## src/rtl/shift_arbiter_pkg.sv

```systemverilog
// Shared definitions for the execute-stage shifter path: shift-type codes,
// datapath widths and the arbiter sequencer state encoding.
package shift_arbiter_pkg;

  localparam int DATA_W = 32;
  localparam int AMT_W  = 5;

  // Shift-type codes as seen by the decoder and the shifter.
  localparam logic [1:0] SH_LSL = 2'b00;
  localparam logic [1:0] SH_LSR = 2'b01;
  localparam logic [1:0] SH_ASR = 2'b10;
  localparam logic [1:0] SH_ROR = 2'b11;

  typedef enum logic [1:0] {
    ST_IDLE  = 2'b00,
    ST_SHIFT = 2'b01,
    ST_RESP  = 2'b10
  } state_t;

endpackage

```

## src/rtl/shift_arbiter_if.sv

```systemverilog
// Request/response handshake bundle between the two shift requesters, the
// result consumer and the shift arbiter.
interface shift_arbiter_if;
  import shift_arbiter_pkg::*;

  logic              req0_valid;
  logic              req0_ready;
  logic [DATA_W-1:0] req0_data;
  logic [1:0]        req0_type;
  logic [AMT_W-1:0]  req0_amt;

  logic              req1_valid;
  logic              req1_ready;
  logic [DATA_W-1:0] req1_data;
  logic [1:0]        req1_type;
  logic [AMT_W-1:0]  req1_amt;

  logic              resp_valid;
  logic              resp_ready;
  logic              resp_id;
  logic [DATA_W-1:0] resp_data;

  // Requesters and result consumer side.
  modport master (
    output req0_valid, req0_data, req0_type, req0_amt,
    output req1_valid, req1_data, req1_type, req1_amt,
    output resp_ready,
    input  req0_ready, req1_ready,
    input  resp_valid, resp_id, resp_data
  );

  // Arbiter side.
  modport slave (
    input  req0_valid, req0_data, req0_type, req0_amt,
    input  req1_valid, req1_data, req1_type, req1_amt,
    input  resp_ready,
    output req0_ready, req1_ready,
    output resp_valid, resp_id, resp_data
  );

endinterface

```

## src/rtl/shift_arbiter_rr_arb2.sv

```systemverilog
// Two-requester round-robin grant. The grant is one-hot and combinational;
// last_reg remembers which port won most recently so a tie goes to the other.
module rr_arb2 (
  input  logic       clk,
  input  logic       reset,
  input  logic [1:0] req,
  input  logic       en,
  output logic [1:0] gnt
);

  // last_reg = 1 means port 1 won last, so port 0 takes the first tie.
  logic last_reg;

  // Pick a winner: a lone requester wins outright, a tie goes away from last_reg.
  always_comb begin
    gnt = 2'b00;
    if (en) begin
      if (req == 2'b11) begin
        gnt = last_reg ? 2'b01 : 2'b10;
      end else begin
        gnt = req;
      end
    end
  end

  // Remember the winner, but only when a grant was actually issued.
  always_ff @(posedge clk) begin
    if (reset) begin
      last_reg <= 1'b1;
    end else if (|gnt) begin
      last_reg <= gnt[1];
    end
  end

endmodule

```

## src/rtl/shift_arbiter.sv

```systemverilog
// Shares the single operand shifter between the operand-2 path (port 0) and
// the load/store offset path (port 1): grant, latch operands, drive the shifter
// for one cycle, register its result and hand it out tagged with the port ID.
module shift_arbiter
  import shift_arbiter_pkg::*;
(
  input  logic              clk,
  input  logic              reset,
  shift_arbiter_if.slave    bus,
  output logic [DATA_W-1:0] sh_rmData,
  output logic [1:0]        sh_shiftType,
  output logic [AMT_W-1:0]  sh_rm_shift,
  input  logic [DATA_W-1:0] sh_result
);

  state_t            state_reg;
  state_t            state_next;
  logic              accept_en;
  logic [1:0]        gnt;

  logic [DATA_W-1:0] op_data_reg;
  logic [1:0]        op_type_reg;
  logic [AMT_W-1:0]  op_amt_reg;
  logic              id_reg;

  logic              resp_valid_reg;
  logic              resp_id_reg;
  logic [DATA_W-1:0] resp_data_reg;

  // A new request may be taken when idle, or when the pending result is
  // leaving this very cycle; never while reset is held.
  assign accept_en = !reset &&
                     ((state_reg == ST_IDLE) ||
                      ((state_reg == ST_RESP) && bus.resp_ready));

  rr_arb2 u_arb (
    .clk   (clk),
    .reset (reset),
    .req   ({bus.req1_valid, bus.req0_valid}),
    .en    (accept_en),
    .gnt   (gnt)
  );

  assign bus.req0_ready = gnt[0];
  assign bus.req1_ready = gnt[1];

  // The shifter sees the latched operands; they hold between requests.
  assign sh_rmData    = op_data_reg;
  assign sh_shiftType = op_type_reg;
  assign sh_rm_shift  = op_amt_reg;

  assign bus.resp_valid = resp_valid_reg;
  assign bus.resp_id    = resp_id_reg;
  assign bus.resp_data  = resp_data_reg;

  // Sequencer state register.
  always_ff @(posedge clk) begin
    if (reset) begin
      state_reg <= ST_IDLE;
    end else begin
      state_reg <= state_next;
    end
  end

  // Next state: one cycle in SHIFT, then wait in RESP for the consumer.
  always_comb begin
    state_next = state_reg;
    case (state_reg)
      ST_IDLE: begin
        if (|gnt) state_next = ST_SHIFT;
      end
      ST_SHIFT: begin
        state_next = ST_RESP;
      end
      ST_RESP: begin
        if (bus.resp_ready) state_next = (|gnt) ? ST_SHIFT : ST_IDLE;
      end
      default: begin
        state_next = ST_IDLE;
      end
    endcase
  end

  // Latch the winner's operands on grant; capture the shifter output in SHIFT.
  always_ff @(posedge clk) begin
    if (reset) begin
      op_data_reg    <= '0;
      op_type_reg    <= '0;
      op_amt_reg     <= '0;
      id_reg         <= 1'b0;
      resp_valid_reg <= 1'b0;
      resp_id_reg    <= 1'b0;
      resp_data_reg  <= '0;
    end else begin
      if (|gnt) begin
        op_data_reg <= gnt[1] ? bus.req1_data : bus.req0_data;
        op_type_reg <= gnt[1] ? bus.req1_type : bus.req0_type;
        op_amt_reg  <= gnt[1] ? bus.req1_amt  : bus.req0_amt;
        id_reg      <= gnt[1];
      end
      if (state_reg == ST_SHIFT) begin
        resp_data_reg  <= sh_result;
        resp_id_reg    <= id_reg;
        resp_valid_reg <= 1'b1;
      end else if ((state_reg == ST_RESP) && bus.resp_ready) begin
        resp_valid_reg <= 1'b0;
      end
    end
  end

endmodule

```

## src/flat_wrapper.sv

```systemverilog
// flat-port wrapper written by rule: the top's interface ports become plain ports
module shift_arbiter_flat import shift_arbiter_pkg::*;
  (clk, reset, sh_rmData, sh_shiftType, sh_rm_shift, sh_result, bus_req0_valid, bus_req0_data, bus_req0_type, bus_req0_amt, bus_req1_valid, bus_req1_data, bus_req1_type, bus_req1_amt, bus_resp_ready, bus_req0_ready, bus_req1_ready, bus_resp_valid, bus_resp_id, bus_resp_data);
  shift_arbiter_if bus_i ();
  input  logic clk;
  input  logic reset;
  output logic [DATA_W-1:0] sh_rmData;
  output logic [1:0] sh_shiftType;
  output logic [AMT_W-1:0] sh_rm_shift;
  input  logic [DATA_W-1:0] sh_result;
  input wire logic [$bits(bus_i.req0_valid)-1:0] bus_req0_valid;
  input wire logic [$bits(bus_i.req0_data)-1:0] bus_req0_data;
  input wire logic [$bits(bus_i.req0_type)-1:0] bus_req0_type;
  input wire logic [$bits(bus_i.req0_amt)-1:0] bus_req0_amt;
  input wire logic [$bits(bus_i.req1_valid)-1:0] bus_req1_valid;
  input wire logic [$bits(bus_i.req1_data)-1:0] bus_req1_data;
  input wire logic [$bits(bus_i.req1_type)-1:0] bus_req1_type;
  input wire logic [$bits(bus_i.req1_amt)-1:0] bus_req1_amt;
  input wire logic [$bits(bus_i.resp_ready)-1:0] bus_resp_ready;
  output wire logic [$bits(bus_i.req0_ready)-1:0] bus_req0_ready;
  output wire logic [$bits(bus_i.req1_ready)-1:0] bus_req1_ready;
  output wire logic [$bits(bus_i.resp_valid)-1:0] bus_resp_valid;
  output wire logic [$bits(bus_i.resp_id)-1:0] bus_resp_id;
  output wire logic [$bits(bus_i.resp_data)-1:0] bus_resp_data;
  assign bus_i.req0_valid = bus_req0_valid;
  assign bus_i.req0_data = bus_req0_data;
  assign bus_i.req0_type = bus_req0_type;
  assign bus_i.req0_amt = bus_req0_amt;
  assign bus_i.req1_valid = bus_req1_valid;
  assign bus_i.req1_data = bus_req1_data;
  assign bus_i.req1_type = bus_req1_type;
  assign bus_i.req1_amt = bus_req1_amt;
  assign bus_i.resp_ready = bus_resp_ready;
  assign bus_req0_ready = bus_i.req0_ready;
  assign bus_req1_ready = bus_i.req1_ready;
  assign bus_resp_valid = bus_i.resp_valid;
  assign bus_resp_id = bus_i.resp_id;
  assign bus_resp_data = bus_i.resp_data;
  shift_arbiter u_core (.clk(clk), .reset(reset), .bus(bus_i), .sh_rmData(sh_rmData), .sh_shiftType(sh_shiftType), .sh_rm_shift(sh_rm_shift), .sh_result(sh_result));
endmodule
```

## config.mk

```make
export PLATFORM = sky130hd
export DESIGN_NAME = shift_arbiter_flat
export DESIGN_NICKNAME = d
export VERILOG_FILES = /design/src/rtl/shift_arbiter_pkg.sv /design/src/rtl/shift_arbiter_if.sv /design/src/rtl/shift_arbiter_rr_arb2.sv /design/src/rtl/shift_arbiter.sv /design/src/flat_wrapper.sv
export SDC_FILE = /design/constraint.sdc
export NUM_CORES = 1
export LEC_CHECK = 0
export BUFFER_PORTS_ARGS = -buffer_cell sky130_fd_sc_hd__buf_2
export CAP_MARGIN = 20
export CORE_MARGIN = 1
export CORE_UTILIZATION = 42
export DETAILED_ROUTE_END_ITERATION = 6
export PLACE_DENSITY = 0.76
export SLEW_MARGIN = 0
export SYNTH_ARGS = -nofsm -noshare
export SYNTH_HDL_FRONTEND = slang
export SYNTH_SLANG_ARGS = --single-unit
```

## constraint.sdc

```tcl
create_clock -name clk -period 1.4 [get_ports clk]
set_input_delay 0.28 -clock clk [delete_from_list [all_inputs] [get_ports clk]]
set_output_delay 0.28 -clock clk [all_outputs]
set_load 0.01 [all_outputs]
```

## After elaboration in Yosys (flattened, before gate mapping)

Index checks and enable logic that the tools add are counted.

| word-level totals | value |
|---|---|
| latch bits | 0 |
| bits in writable memories | 0 |
| register bits after elaboration | 77 |
| input bits | 115 |
| memory bits (read-only) | 0 |
| memories kept | 0 |
| word-level logic and storage cells | 34 |

| operators by class | value |
|---|---|
| equality and inequality tests | 5 |
| reduce and logical (&&, ||, !) cells | 8 |
| bitwise logic cells | 0 |
| div/mod/pow operators | 0 |
| mux-type cells | 12 |
| shift-type cells | 0 |
| multipliers | 0 |
| $lt $le $gt $ge | 0 |
| $add $sub $neg | 0 |

Operators by type and width:

| operator | number |
|---|---|
| $mux W32 | 1 |
| $mux W2 | 6 |
| $pmux W2 S3 | 1 |
| $mux W5 | 1 |
| $eq A2 B2 Y1 const B | 2 |
| $ne A2 B2 Y1 const B | 2 |
| $mux W1 | 3 |
| $eq A2 B1 Y1 const B | 1 |
| $logic_and A1 B1 Y1 | 2 |
| $logic_not A2 Y1 | 1 |
| $reduce_and A2 Y1 | 1 |
| $reduce_bool A2 Y1 | 1 |
| $reduce_or A2 Y1 | 1 |
| $logic_not A1 Y1 | 1 |
| $logic_or A1 B1 Y1 | 1 |

## Depth between registers and ports, before layout

Gate-level depths: netlist of run 1.

| logic depth | value |
|---|---|
| word-level depth | 9 |
| gate-level depth with buffers | 6 |

## By module

From an unflattened synthesis of run 1, not the netlist that was laid out.

| second synthesis, totals | value |
|---|---|
| cell total of the unflattened synthesis | 339 |
| area, all modules | 3383.2 µm² |

By module, submodules not included:

| module | instances | area an instance (µm²) | cells each |
|---|---|---|---|
| shift_arbiter | 1 | 3324.4 | 331 |
| rr_arb2 | 1 | 58.8 | 8 |

## Worst setup path before layout of run 1

No wires, ideal clock.

| path | value |
|---|---|
| kind | input -> output |
| start point | in reset |
| end point | out bus_req1_ready |
| setup slack | -0.029 ns |
| path buffers | 3 |
| arrival | 1.149 ns |
| required time | 1.120 ns |
| cell stages on the path | 5 |
| cells stage by stage | buf_2 -> or2_1 -> buf_2 -> buf_6 -> nor3_2 |

| between the ends | value |
|---|---|
| word-level cells in the longest chain between the ends | 3 |

RTL lines:

| element | line | RTL |
|---|---|---|
| start: declaration | flat_wrapper.sv:6 | `input logic reset;` |
| $logic_not A1 Y1 | shift_arbiter.sv:32 | `assign accept_en = !reset &&` |
| $logic_and A1 B1 Y1 | shift_arbiter.sv:32 |  |
| $mux W2 | shift_arbiter_rr_arb2.sv:17 | `if (en) begin` |
| end: declaration | flat_wrapper.sv:21 | `output wire logic [$bits(bus_i.req1_ready)-1:0] bus_req1_ready;` |

No other way between the ends.

## Worst setup path after layout of run 1

| path | value |
|---|---|
| start point | reg u_core.u_arb.last_reg |
| end point | out bus_req1_ready |

| between the ends | value |
|---|---|
| word-level cells in the longest chain between the ends | 3 |

RTL lines:

| element | line | RTL |
|---|---|---|
| start: declaration | shift_arbiter_rr_arb2.sv:12 | `logic last_reg;` |
| start signal: assignment | shift_arbiter_rr_arb2.sv:31 | `last_reg <= gnt[1];` |
| $mux W2 | shift_arbiter_rr_arb2.sv:19 | `gnt = last_reg ? 2'b01 : 2'b10;` |
| $mux W2 | shift_arbiter_rr_arb2.sv:18 | `if (req == 2'b11) begin` |
| $mux W2 | shift_arbiter_rr_arb2.sv:17 |  |

No other way between the ends.

==> results by group, run 1 <==
Clock tree
  – Clock root buffer master: clkbuf_8
  – Number of buffers created by CTS: 9
  – Clock slew at reported path FFs: approximately 0.08 ns
  – H-tree lvl count: 3
  – Num Clock Sinks: 77
  – Clock latency of the later-clocked register in the worst-skew pair: between 0.3 and 0.4 ns
  – Clock tree from TritonCTS: built
  – Maximum root-to-sink buffer count: 2

Placement
  – Number of placed instances, taps included: between 700 and 800
  – Half-perimeter wire length after placement: about 7800 µm
  – Placed Area: 5150 µm²
  – Weighted congestion reported at the end of routability-driven placement: 0.765
  – Port buffer count: 189
  – Setup WS pre-CTS: -0.190 ns

Min path
  – Endpoint with the worst hold slack: u_core.bus.resp_data[11]
  – Hold path start: sh_result[11]
  – Path category of the worst min-delay check: input pin to flop
  – Cells on Worst Hold Path: 3

Floorplan
  – I/O pin count: between 150 and 200
  – Floorplan die width: about 100 µm
  – Die height: around 100 µm
  – Standard cell core area: slightly above 9000 µm²
  – Number of rows created at floorplan: 35
  – Effective utilization at floorplan: 43.2%
  – Die area: ~9900 µm²

Critical path
  – Required @ worst endpoint: between 1 and 1.5 ns
  – Max stage delay cell, worst path: dfxtp_4
  – Startpoint class of the critical path: flop
  – Critical path capture point type: primary output
  – Worst reg2reg startpoint: u_core.state_reg[0]
  – Worst R2R Setup Slack: -0.12 ns
  – Kind of cell adding the most delay to the critical path: flip-flops
  – Reg2reg end: u_core.sh_rmData[7]
  – Critical path arrival: 1.34 ns
  – Depth of the most critical reg-to-reg path: 8
  – Peak per-stage delay on the critical path: 0.36 ns
  – CP Cell Sequence: a21bo_4, nor3_4, buf_2
  – Critical path peak fanout: 2
  – Buf/Inv on CP: 1
  – Worst setup path category: flop to primary output

Run status
  – Run status: complete, but fails checks
  – Violations in the final reports: setup timing

Power
  – Static power due to leakage: roughly 2.4 nW
  – Power Density: around 990 nW/µm²
  – Total power: between 5 and 6 mW
  – Worst voltage drop across the vdd grid: just under 0.5 mV

Route
  – Via count: 4279
  – Number of DRC violations after detailed routing: 0
  – Final WL: 13000 µm
  – Number of iterations in the first detailed-routing pass: 4
  – Post-DRT Antenna Nets: 0
  – Post-DR wirelength/cell: 17.3 µm
  – DRT iter0 DRCs: roughly 190
  – Mean number of vias per cell: between 5 and 6

Flow run
  – Number of violations of the max-capacitance limit: 0

Synth
  – Sequential-to-total area share from yosys stat: 38.6%
  – Commonest cells in the synthesized netlist: dfxtp_1 (77), nand2_1 (66), a31oi_1 (40), a311oi_2 (39), nand4_1 (39)
  – Number of distinct library cells after synthesis: 29
  – Area fraction of the dominant cell type after synthesis: 38.6%
  – Number of standard cells after synthesis: between 400 and 500
  – Synthesized area divided by synthesized cell count: about 9.5 µm²
  – Most common flop cell mapped by yosys: dfxtp_1
  – Top-count cell post-synth: dfxtp_1
  – Net count of the mapped netlist: around 530
  – Flip-flop and latch count after synthesis: 77
  – Number of warnings printed during yosys synthesis: 0
  – Post-synthesis instance area: about 4000 µm²
  – Number of flops mapped to enable cells by yosys: 0
  – Area leader, netlist: dfxtp_1
  – Largest cells by area after synthesis: dfxtp_1 (39%), a311oi_2 (15%), o31ai_2 (11%)
  – Share of synthesized registers carrying an async set or reset: 0%

Global route
  – Maximum number of pins on one net before global-route repair: 52
  – Total congestion overflow after global routing: 0
  – Vias in the first global route: slightly above 4000
  – First-pass GRT wire length: around 20000 µm
  – Initial antenna violation count: 0
  – Global-route total usage across every layer: 26.0%

Final layout
  – Final Non-Filler Cells: approximately 750
  – Post-route cell area: 6010 µm²
  – Post-layout net count: about 730
  – Layout cell share with drive strength beyond 1: 58.6%
  – Area growth from synthesis to layout: 50.4%
  – Fillcell total: 749
  – Number of antenna repair diodes: 0

Timing
  – Final Cycle Share: 115%
  – Fin. Hold Viols: 0
  – Worst-Margin Slew: approximately 0.74 ns
  – Final WS setup: -0.215 ns
  – Top achievable clock speed: about 620 MHz
  – Max-slew headroom at the worst pin: between 50% and 60%
  – Number of setup violations in the final report: 44
  – Final worst path period need: about 1.6 ns
  – Number of max-slew violations in the final report: 0
  – RSZ-0062 raised after global routing: true
  – Final setup skew: ~0.016 ns
[report_power, final]
group	internal (mW)	leakage, nW	switching, mW
Combinational	0.854	1.71	0.921
Sequential	2.36	0.633	0.0989
Clock	0.821	0.0923	0.869
Total	4.04	2.43	1.89
[cell families after synthesis]
group,Yosys count,share of synthesized area (%)
AO/OA/AOI/OAI,158,38.3
AND/OR/NAND/NOR,120,14.7
flip-flops,77,38.6
buffers and inverters,64,8.42
[worst max path at each step]
stage | startpoint | end | slack (ns) | depth (start not counted)
after CTS | u_core.u_arb.last_reg | bus_req1_ready | -0.22 | 3
after detailed placement | reset | u_core.sh_rmData[9] | -0.19 | 5
final | u_core.u_arb.last_reg | bus_req1_ready | -0.22 | 3
after floorplan | reset | u_core.sh_rmData[10] | -0.03 | 6
after global placement | reset | u_core.sh_rmData[11] | -0.12 | 5
after global routing | u_core.u_arb.last_reg | bus_req1_ready | -0.28 | 3
[timing repair]
action                                  in CTS  in global routing
cloned                                      10                  1
setup buffers                               20                  2
endpoints found under the setup margin      38                 44
pin swaps                                   18                 23
hold buffers                                 0                  0
gates resized for setup                     43                 13
[final cells by class]
type,count,area (µm²),area share [%]
Tap cell,129,161,2.69
Multi-Input combinational cell,278,2310,38.4
Clock inverter,6,63.8,1.06
Timing Repair Buffer,245,1800,29.9
Inverter,2,7.51,0.125
Sequential cell,77,1550,25.7
Clock buffer,10,128,2.12
[layer usage]
| metal | global-route usage [%] | up-vias | part of all wire [%] |
|---|---|---|---|
| li1 | - | 2001 | - |
| met1 | 32.7 | 2051 | 43 |
| met2 | 43.6 | 206 | 49 |
| met3 | 5.27 | 21 | 6.5 |
| met4 | 10.2 | 0 | 1.8 |
| met5 | 0 | - | 0 |
[stage by stage]
step	util, %	setup TNS, ns	hold slack (ns)
3_3_place_gp	55.7	-4.00	0.439
4_1_cts	64.7	-2.25	0.149
2_1_floorplan	-	-0.0849	0.416
3_5_place_dp	55.7	-4.52	0.445
5_1_grt	65.1	-5.20	0.150
6_report	65.1	-3.68	0.158
[layout by cell type, fill, tap and decap left out, types with 3 or more instances in the layout]
master	n
buf_2	188
dfxtp_1	74
nand2_1	66
nand4_1	39
a311oi_2	39
o31ai_2	35
a21oi_1	33
a31oi_1	32
buf_4	19
buf_12	17
buf_6	11
clkbuf_8	9
buf_16	7
a31oi_2	5
o31ai_4	4
a31oi_4	3
[tightest hold or removal path, cell delays in order]
cell and delay [ns]:
buf_2 0.09, nand2_1 0.05, a21oi_1 0.05
No activity file was read; power rests on OpenSTA's default activity.
==> inputs of run 2 (changes only) <==
- MAX_ROUTING_LAYER: unset -> met4
==> results by group, run 2 (synthesis gave the netlist of run 1 again) <==
Run status
  – Run status: complete, but fails checks (unchanged)
  – Violations in the final reports: setup timing (unchanged)

Timing
  – Final setup skew: 0.0155 ns (was 0.0163 ns)
  – Top achievable clock speed: 618 MHz (was 619 MHz)
  – Max-slew headroom at the worst pin: 50.2% (was 50.4%)
  – RSZ-0062 raised after global routing: true (unchanged)
  – Final Cycle Share: 115% (about the same)
  – Fin. Hold Viols: 0 (unchanged)
  – Number of max-slew violations in the final report: 0 (unchanged)
  – Final WS setup: -0.217 ns (was -0.215 ns)
  – Worst-Margin Slew: 0.747 ns (was 0.743 ns)
  – Number of setup violations in the final report: 44 (unchanged)
  – Final worst path period need: 1.62 ns (about the same)
  – Worst slack on hold paths: 0.158 ns (about the same)

Critical path
  – Startpoint class of the critical path: flop (unchanged)
  – Critical path arrival: 1.34 ns (about the same)
  – Required @ worst endpoint: 1.12 ns (about the same)
  – Depth of the most critical reg-to-reg path: 8 (unchanged)
  – Worst setup path category: flop to primary output (unchanged)
  – Reg2reg end: u_core.sh_rmData[7] (unchanged)
  – Critical path peak fanout: 2 (unchanged)
  – Critical path destination: bus_req1_ready (unchanged)
  – Critical path capture point type: primary output (unchanged)
  – Worst reg2reg startpoint: u_core.state_reg[0] (unchanged)
  – Worst R2R Setup Slack: -0.11 ns (was -0.12 ns)
  – Critical path origin: u_core.u_arb.last_reg (unchanged)

Placement
  – Half-perimeter wire length after placement: 7750 µm (unchanged)
  – Port buffer count: 189 (unchanged)
  – Weighted congestion reported at the end of routability-driven placement: 0.776 (was 0.765)
  – Number of placed instances, taps included: 703 (unchanged)

Power
  – Worst voltage drop across the vdd grid: 0.483 mV (was 0.481 mV)
  – Power Density: 986 nW/µm² (about the same)
  – Total power: 5.93 mW (about the same)
  – Static power due to leakage: 2.43 nW (unchanged)

Final layout
  – Area growth from synthesis to layout: 50.4% (unchanged)
  – Fillcell total: 749 (unchanged)
  – Final Non-Filler Cells: 747 (unchanged)
  – Leading cell type in the layout, fill and taps excluded: buf_2 (unchanged)
  – Number of antenna repair diodes: 0 (unchanged)
  – Leading cell types in the layout, fill and taps excluded: buf_2 (188), dfxtp_1 (74), nand2_1 (66), nand4_1 (39), a311oi_2 (39) (unchanged)
  – Post-layout net count: 728 (unchanged)
  – Layout cell share with drive strength beyond 1: 58.6% (unchanged)

Floorplan
  – Number of rows created at floorplan: 35 (unchanged)
  – Die height: 99.5 µm (unchanged)
  – I/O pin count: 190 (unchanged)
  – Effective utilization at floorplan: 43.2% (unchanged)
  – Die area: 9910 µm² (unchanged)
  – Floorplan die width: 99.5 µm (unchanged)
  – Standard cell core area: 9240 µm² (unchanged)

Global route
  – First-pass GRT wire length: 20100 µm (about the same)
  – Global-route total usage across every layer: 26.7% (was 26.0%)
  – Vias in the first global route: 4034 (was 4036)
  – Total congestion overflow after global routing: 0 (unchanged)
  – Initial antenna violation count: 0 (unchanged)
  – Maximum number of pins on one net before global-route repair: 52 (unchanged)

Clock tree
  – CTS Hold Buffers Added: 0 (unchanged)
  – Maximum root-to-sink buffer count: 2 (unchanged)
  – Clock latency of the later-clocked register in the worst-skew pair: 0.36 ns (about the same)
  – Clock tree from TritonCTS: built (unchanged)
  – H-tree lvl count: 3 (unchanged)
  – Clock root buffer master: clkbuf_8 (unchanged)
  – Clock slew at reported path FFs: 0.08 ns (about the same)
  – Num Clock Sinks: 77 (unchanged)
  – Number of buffers created by CTS: 9 (unchanged)

Route
  – Number of iterations in the first detailed-routing pass: 5 (was 4)
  – Number of DRC violations after detailed routing: 0 (unchanged)
  – Mean number of vias per cell: 5.75 (was 5.73)
  – DRT iter0 DRCs: 242 (was 191)
  – Final WL: 13000 µm (about the same)
  – Via count: 4296 (was 4279)
  – Post-DRT Antenna Nets: 0 (unchanged)
  – Post-DR wirelength/cell: 17.4 µm (was 17.3 µm)

Min path
  – Path category of the worst min-delay check: input pin to flop (unchanged)

Flow run
  – Number of violations of the max-capacitance limit: 0 (unchanged)
run 2: cell counts in the layout (fill, tap and decap cells not counted):
Identical to the previous run, type by type.
run 2: where the power goes:
part / switching [mW] / internal (mW)
combinational: 0.921 / 0.854
sequential: 0.0989 / 2.36
clock: 0.867 / 0.821
run 2: worst min path at each step:
stage                        startpoint                       end  slack (ns)  depth (start not counted)
2_1_floorplan              sh_result[0]   u_core.bus.resp_data[0]        0.42                          2
3_3_place_gp    u_core.bus.resp_data[5]   u_core.bus.resp_data[5]        0.44                          2
3_5_place_dp   u_core.bus.resp_data[11]  u_core.bus.resp_data[11]        0.45                          2
4_1_cts                   sh_result[11]  u_core.bus.resp_data[11]        0.15                          3
5_1_grt                    sh_result[8]   u_core.bus.resp_data[8]        0.15                          3
6_report                  sh_result[11]  u_core.bus.resp_data[11]        0.16                          3
run 2: final cells by class:
type	count	area (µm²)	area share [%]
multi-input cells	278	2310	38.4
repair buffers	245	1800	29.9
flip-flops and latches	77	1550	25.7
well taps	129	161	2.69
clock buffers	10	128	2.12
clock inverters	6	63.8	1.06
inverters	2	7.51	0.125
run 2: what timing repair did:
item                       in CTS  in global routing
gates cloned                   10                  1
pin swaps                      18                 23
resized for setup              43                 13
setup buffers                  20                  2
setup endpoints to repair      38                 44
run 2: stage by stage:
| stage | setup WS, ns | area, µm² | TNS [ns] | utilization [%] |
|---|---|---|---|---|
| detailed placement | -0.190 | 5150 | -4.52 | 55.7 |
| CTS | -0.223 | 5980 | -2.25 | 64.7 |
| floorplan | -0.0283 | 4000 | -0.0849 | - |
| global route | -0.280 | 6010 | -5.20 | 65.1 |
| global placement | -0.124 | 5150 | -4.00 | 55.7 |
| finish | -0.217 | 6010 | -3.52 | 65.1 |
run 2: layer usage:
metal	part of all wire, %	track usage, %
met4	1.6	10.2
met3	6.1	4.08
met1	43	33.1
met5	0	-
met2	49	43.9
run 2: critical path, stage by stage (launching register included):
cell and delay (ns):
dfxtp_4 0.36, a21bo_4 0.23, nor3_4 0.23, buf_2 0.18
==> inputs of run 3 (changes only) <==
- CORE_UTILIZATION: 42 -> 44
- CTS_BUF_LIST: unset -> sky130_fd_sc_hd__clkbuf_8
- PLACE_DENSITY: 0.76 -> 0.8
==> results by group, run 3 (synthesis gave the netlist of run 1 again) <==
Critical path
  – Critical path capture point type: primary output (unchanged)
  – Worst setup path category: flop to primary output (unchanged)
  – Reg2reg end: u_core.sh_rmData[2] (was u_core.sh_rmData[7])
  – CP Cell Sequence: a21bo_4, buf_12, nor3_4, buf_6 (was a21bo_4, nor3_4, buf_2)
  – Peak per-stage delay on the critical path: 0.36 ns (about the same)
  – Max stage delay cell, worst path: dfxtp_4 (unchanged)
  – Critical path peak fanout: 11 (was 2)
  – Startpoint class of the critical path: flop (unchanged)
  – Worst R2R Setup Slack: -0.11 ns (about the same)
  – Required @ worst endpoint: 1.12 ns (about the same)
  – Depth of the most critical reg-to-reg path: 6 (was 8)
  – Critical path arrival: 1.36 ns (was 1.34 ns)
  – Worst reg2reg startpoint: u_core.u_arb.last_reg (was u_core.state_reg[0])

Timing
  – Max-slew headroom at the worst pin: 64.6% (was 50.2%)
  – Final Cycle Share: 117% (was 115%)
  – Final setup skew: 0.0119 ns (was 0.0155 ns)
  – Number of max-slew violations in the final report: 0 (unchanged)
  – Final WS setup: -0.239 ns (was -0.217 ns)
  – Top achievable clock speed: 610 MHz (was 618 MHz)
  – Number of setup violations in the final report: 38 (was 44)
  – Fin. Hold Viols: 0 (unchanged)
  – RSZ-0062 raised after global routing: true (unchanged)
  – Final worst path period need: 1.64 ns (was 1.62 ns)
  – Setup TNS Final: -1.99 ns (was -3.52 ns)
  – Worst-Margin Slew: 0.532 ns (was 0.747 ns)

Power
  – Clock power frac: 29.9% (was 28.5%)
  – Switching part of the total: 30.6% (was 31.8%)
  – Static power due to leakage: 2.47 nW (was 2.43 nW)
  – Net load switching power: 1.86 mW (was 1.89 mW)
  – Power Density: 1000 nW/µm² (was 986 nW/µm²)
  – Relative contribution of sequential cells to total power: 40.4% (was 41.6%)
  – Combinational power share: 29.8% (was 30.0%)
  – Worst voltage drop across the vdd grid: 0.668 mV (was 0.483 mV)
  – Total power: 6.10 mW (was 5.93 mW)
  – Internal power of the cells: 4.23 mW (was 4.04 mW)

Placement
  – Port buffer count: 189 (unchanged)
  – Weighted congestion reported at the end of routability-driven placement: 0.806 (was 0.776)
  – Half-perimeter wire length after placement: 7820 µm (was 7750 µm)
  – Number of placed instances, taps included: 686 (was 703)

Min path
  – Hold path start: sh_result[8] (was sh_result[11])
  – Cells on Worst Hold Path: 3 (unchanged)
  – Endpoint with the worst hold slack: u_core.bus.resp_data[8] (was u_core.bus.resp_data[11])
  – Path category of the worst min-delay check: input pin to flop (unchanged)

Flow run
  – Number of violations of the max-capacitance limit: 0 (unchanged)

Global route
  – Vias in the first global route: 3988 (was 4034)
  – Global-route total usage across every layer: 26.7% (about the same)
  – Initial antenna violation count: 0 (unchanged)
  – Total congestion overflow after global routing: 0 (unchanged)
  – First-pass GRT wire length: 19800 µm (was 20100 µm)
  – Maximum number of pins on one net before global-route repair: 77 (was 52)

Final layout
  – Layout cell share with drive strength beyond 1: 57.6% (was 58.6%)
  – Post-layout net count: 731 (was 728)
  – Fin util: 69.4% (was 65.1%)
  – Final Non-Filler Cells: 729 (was 747)
  – Leading cell type in the layout, fill and taps excluded: buf_2 (unchanged)
  – Area growth from synthesis to layout: 52.2% (was 50.4%)
  – Leading cell types in the layout, fill and taps excluded: buf_2 (186), dfxtp_1 (75), nand2_1 (66), nand4_1 (39), a311oi_2 (39) (was buf_2 (188), dfxtp_1 (74), nand2_1 (66), nand4_1 (39), a311oi_2 (39))
  – Number of antenna repair diodes: 0 (unchanged)

Floorplan
  – Effective utilization at floorplan: 45.6% (was 43.2%)
  – Floorplan die width: 97.3 µm (was 99.5 µm)
  – Die area: 9470 µm² (was 9910 µm²)
  – Standard cell core area: 8760 µm² (was 9240 µm²)
  – Die height: 97.3 µm (was 99.5 µm)
  – I/O pin count: 190 (unchanged)
  – Number of rows created at floorplan: 34 (was 35)

Clock tree
  – Maximum root-to-sink buffer count: 2 (unchanged)
  – Clock root buffer master: clkbuf_8 (unchanged)
  – Number of buffers created by CTS: 9 (unchanged)
  – H-tree lvl count: 3 (unchanged)
  – CTS Hold Buffers Added: 0 (unchanged)
  – Clock tree from TritonCTS: built (unchanged)
  – Clock latency of the later-clocked register in the worst-skew pair: 0.34 ns (was 0.36 ns)
  – Clock slew at reported path FFs: 0.08 ns (about the same)
  – Num Clock Sinks: 77 (unchanged)

Run status
  – Run status: complete, but fails checks (unchanged)
  – Violations in the final reports: setup timing (unchanged)

Route
  – Post-DR wirelength/cell: 18.2 µm (was 17.4 µm)
  – Number of iterations in the first detailed-routing pass: 4 (was 5)
  – DRT iter0 DRCs: 227 (was 242)
  – Number of DRC violations after detailed routing: 0 (unchanged)
  – Final WL: 13200 µm (was 13000 µm)
  – Via count: 4258 (was 4296)
  – Mean number of vias per cell: 5.84 (was 5.75)
  – Post-DRT Antenna Nets: 0 (unchanged)
==> run 3: cell count changes in the layout (fill, tap and decap cells not counted), moves of 3 or more <==
cell | previous run | this run
buf_16 | 7 | 4
o31ai_4 | 4 | 11
buf_6 | 11 | 18
o31ai_2 | 35 | 26
clkbuf_16 | 1 | 4
==> run 3: power groups by stage <==
stage | clock network (mW) | logic [mW] | registers (mW)
2_1_floorplan | 0 | 0.795 | 2.58
3_3_place_gp | 0 | 1.40 | 2.50
3_5_place_dp | 0 | 1.44 | 2.50
4_1_cts | 1.87 | 1.68 | 2.45
5_1_grt | 1.97 | 1.93 | 2.48
6_report | 1.82 | 1.81 | 2.46
==> run 3: worst max-delay path, delay by kind of cell, from the launching register on <==
| kind | cells | cell delay [ns] |
|---|---|---|
| flops | 1 | 0.36 |
| buf+inv | 2 | 0.28 |
| compound gates | 1 | 0.24 |
| simple gates | 1 | 0.13 |
==> run 3: cell type report <==
cell class                 count  area, µm²
clock inverter                 7       91.3
timing repair buffer         247       1830
multi-input combinational    279       2350
inverter                       2       7.51
fill                         654       2680
sequential                    77       1550
clock buffer                   9        124
tap                          108        135
==> run 3: metal layers <==
| layer | vias to the layer above | GRT usage (%) | routed length [µm] |
|---|---|---|---|
| met2 | 256 | 43.9 | 6520 |
| met3 | 28 | 6.12 | 1100 |
| li1 | 2010 | - | - |
| met1 | 1964 | 32.3 | 5340 |
| met4 | 0 | 8.82 | 280 |
| met5 | - | - | 0 |
==> run 3: metrics by stage <==
step	hold slack [ns]	worst slack (ns)	instance area, µm²
after global placement	0.438	-0.106	5160
after global routing	0.150	-0.318	6080
after CTS	0.147	-0.254	5810
after detailed placement	0.443	-0.141	5160
after floorplan	0.416	-0.0283	4000
final	0.171	-0.239	6080
==> run 3: how the worst max path moves through the flow <==
| stage | startpoint | endpoint | cells after the start |
|---|---|---|---|
| 6_report | u_core.u_arb.last_reg | bus_req1_ready | 4 |
| 2_1_floorplan | reset | u_core.sh_rmData[10] | 6 |
| 5_1_grt | u_core.u_arb.last_reg | bus_req1_ready | 4 |
| 4_1_cts | u_core.state_reg[0] | bus_req1_ready | 4 |
| 3_3_place_gp | reset | bus_req1_ready | 5 |
| 3_5_place_dp | reset | u_core.sh_rmData[15] | 6 |
==> run 3: what timing repair did <==
action | in CTS | in global routing
endpoints found under the setup margin | 23 | 43
gates cloned | 8 | 6
resized for setup | 24 | 41
hold endpoints to repair | 0 | 0
buffers inserted | 12 | 7
pin swaps | 20 | 45
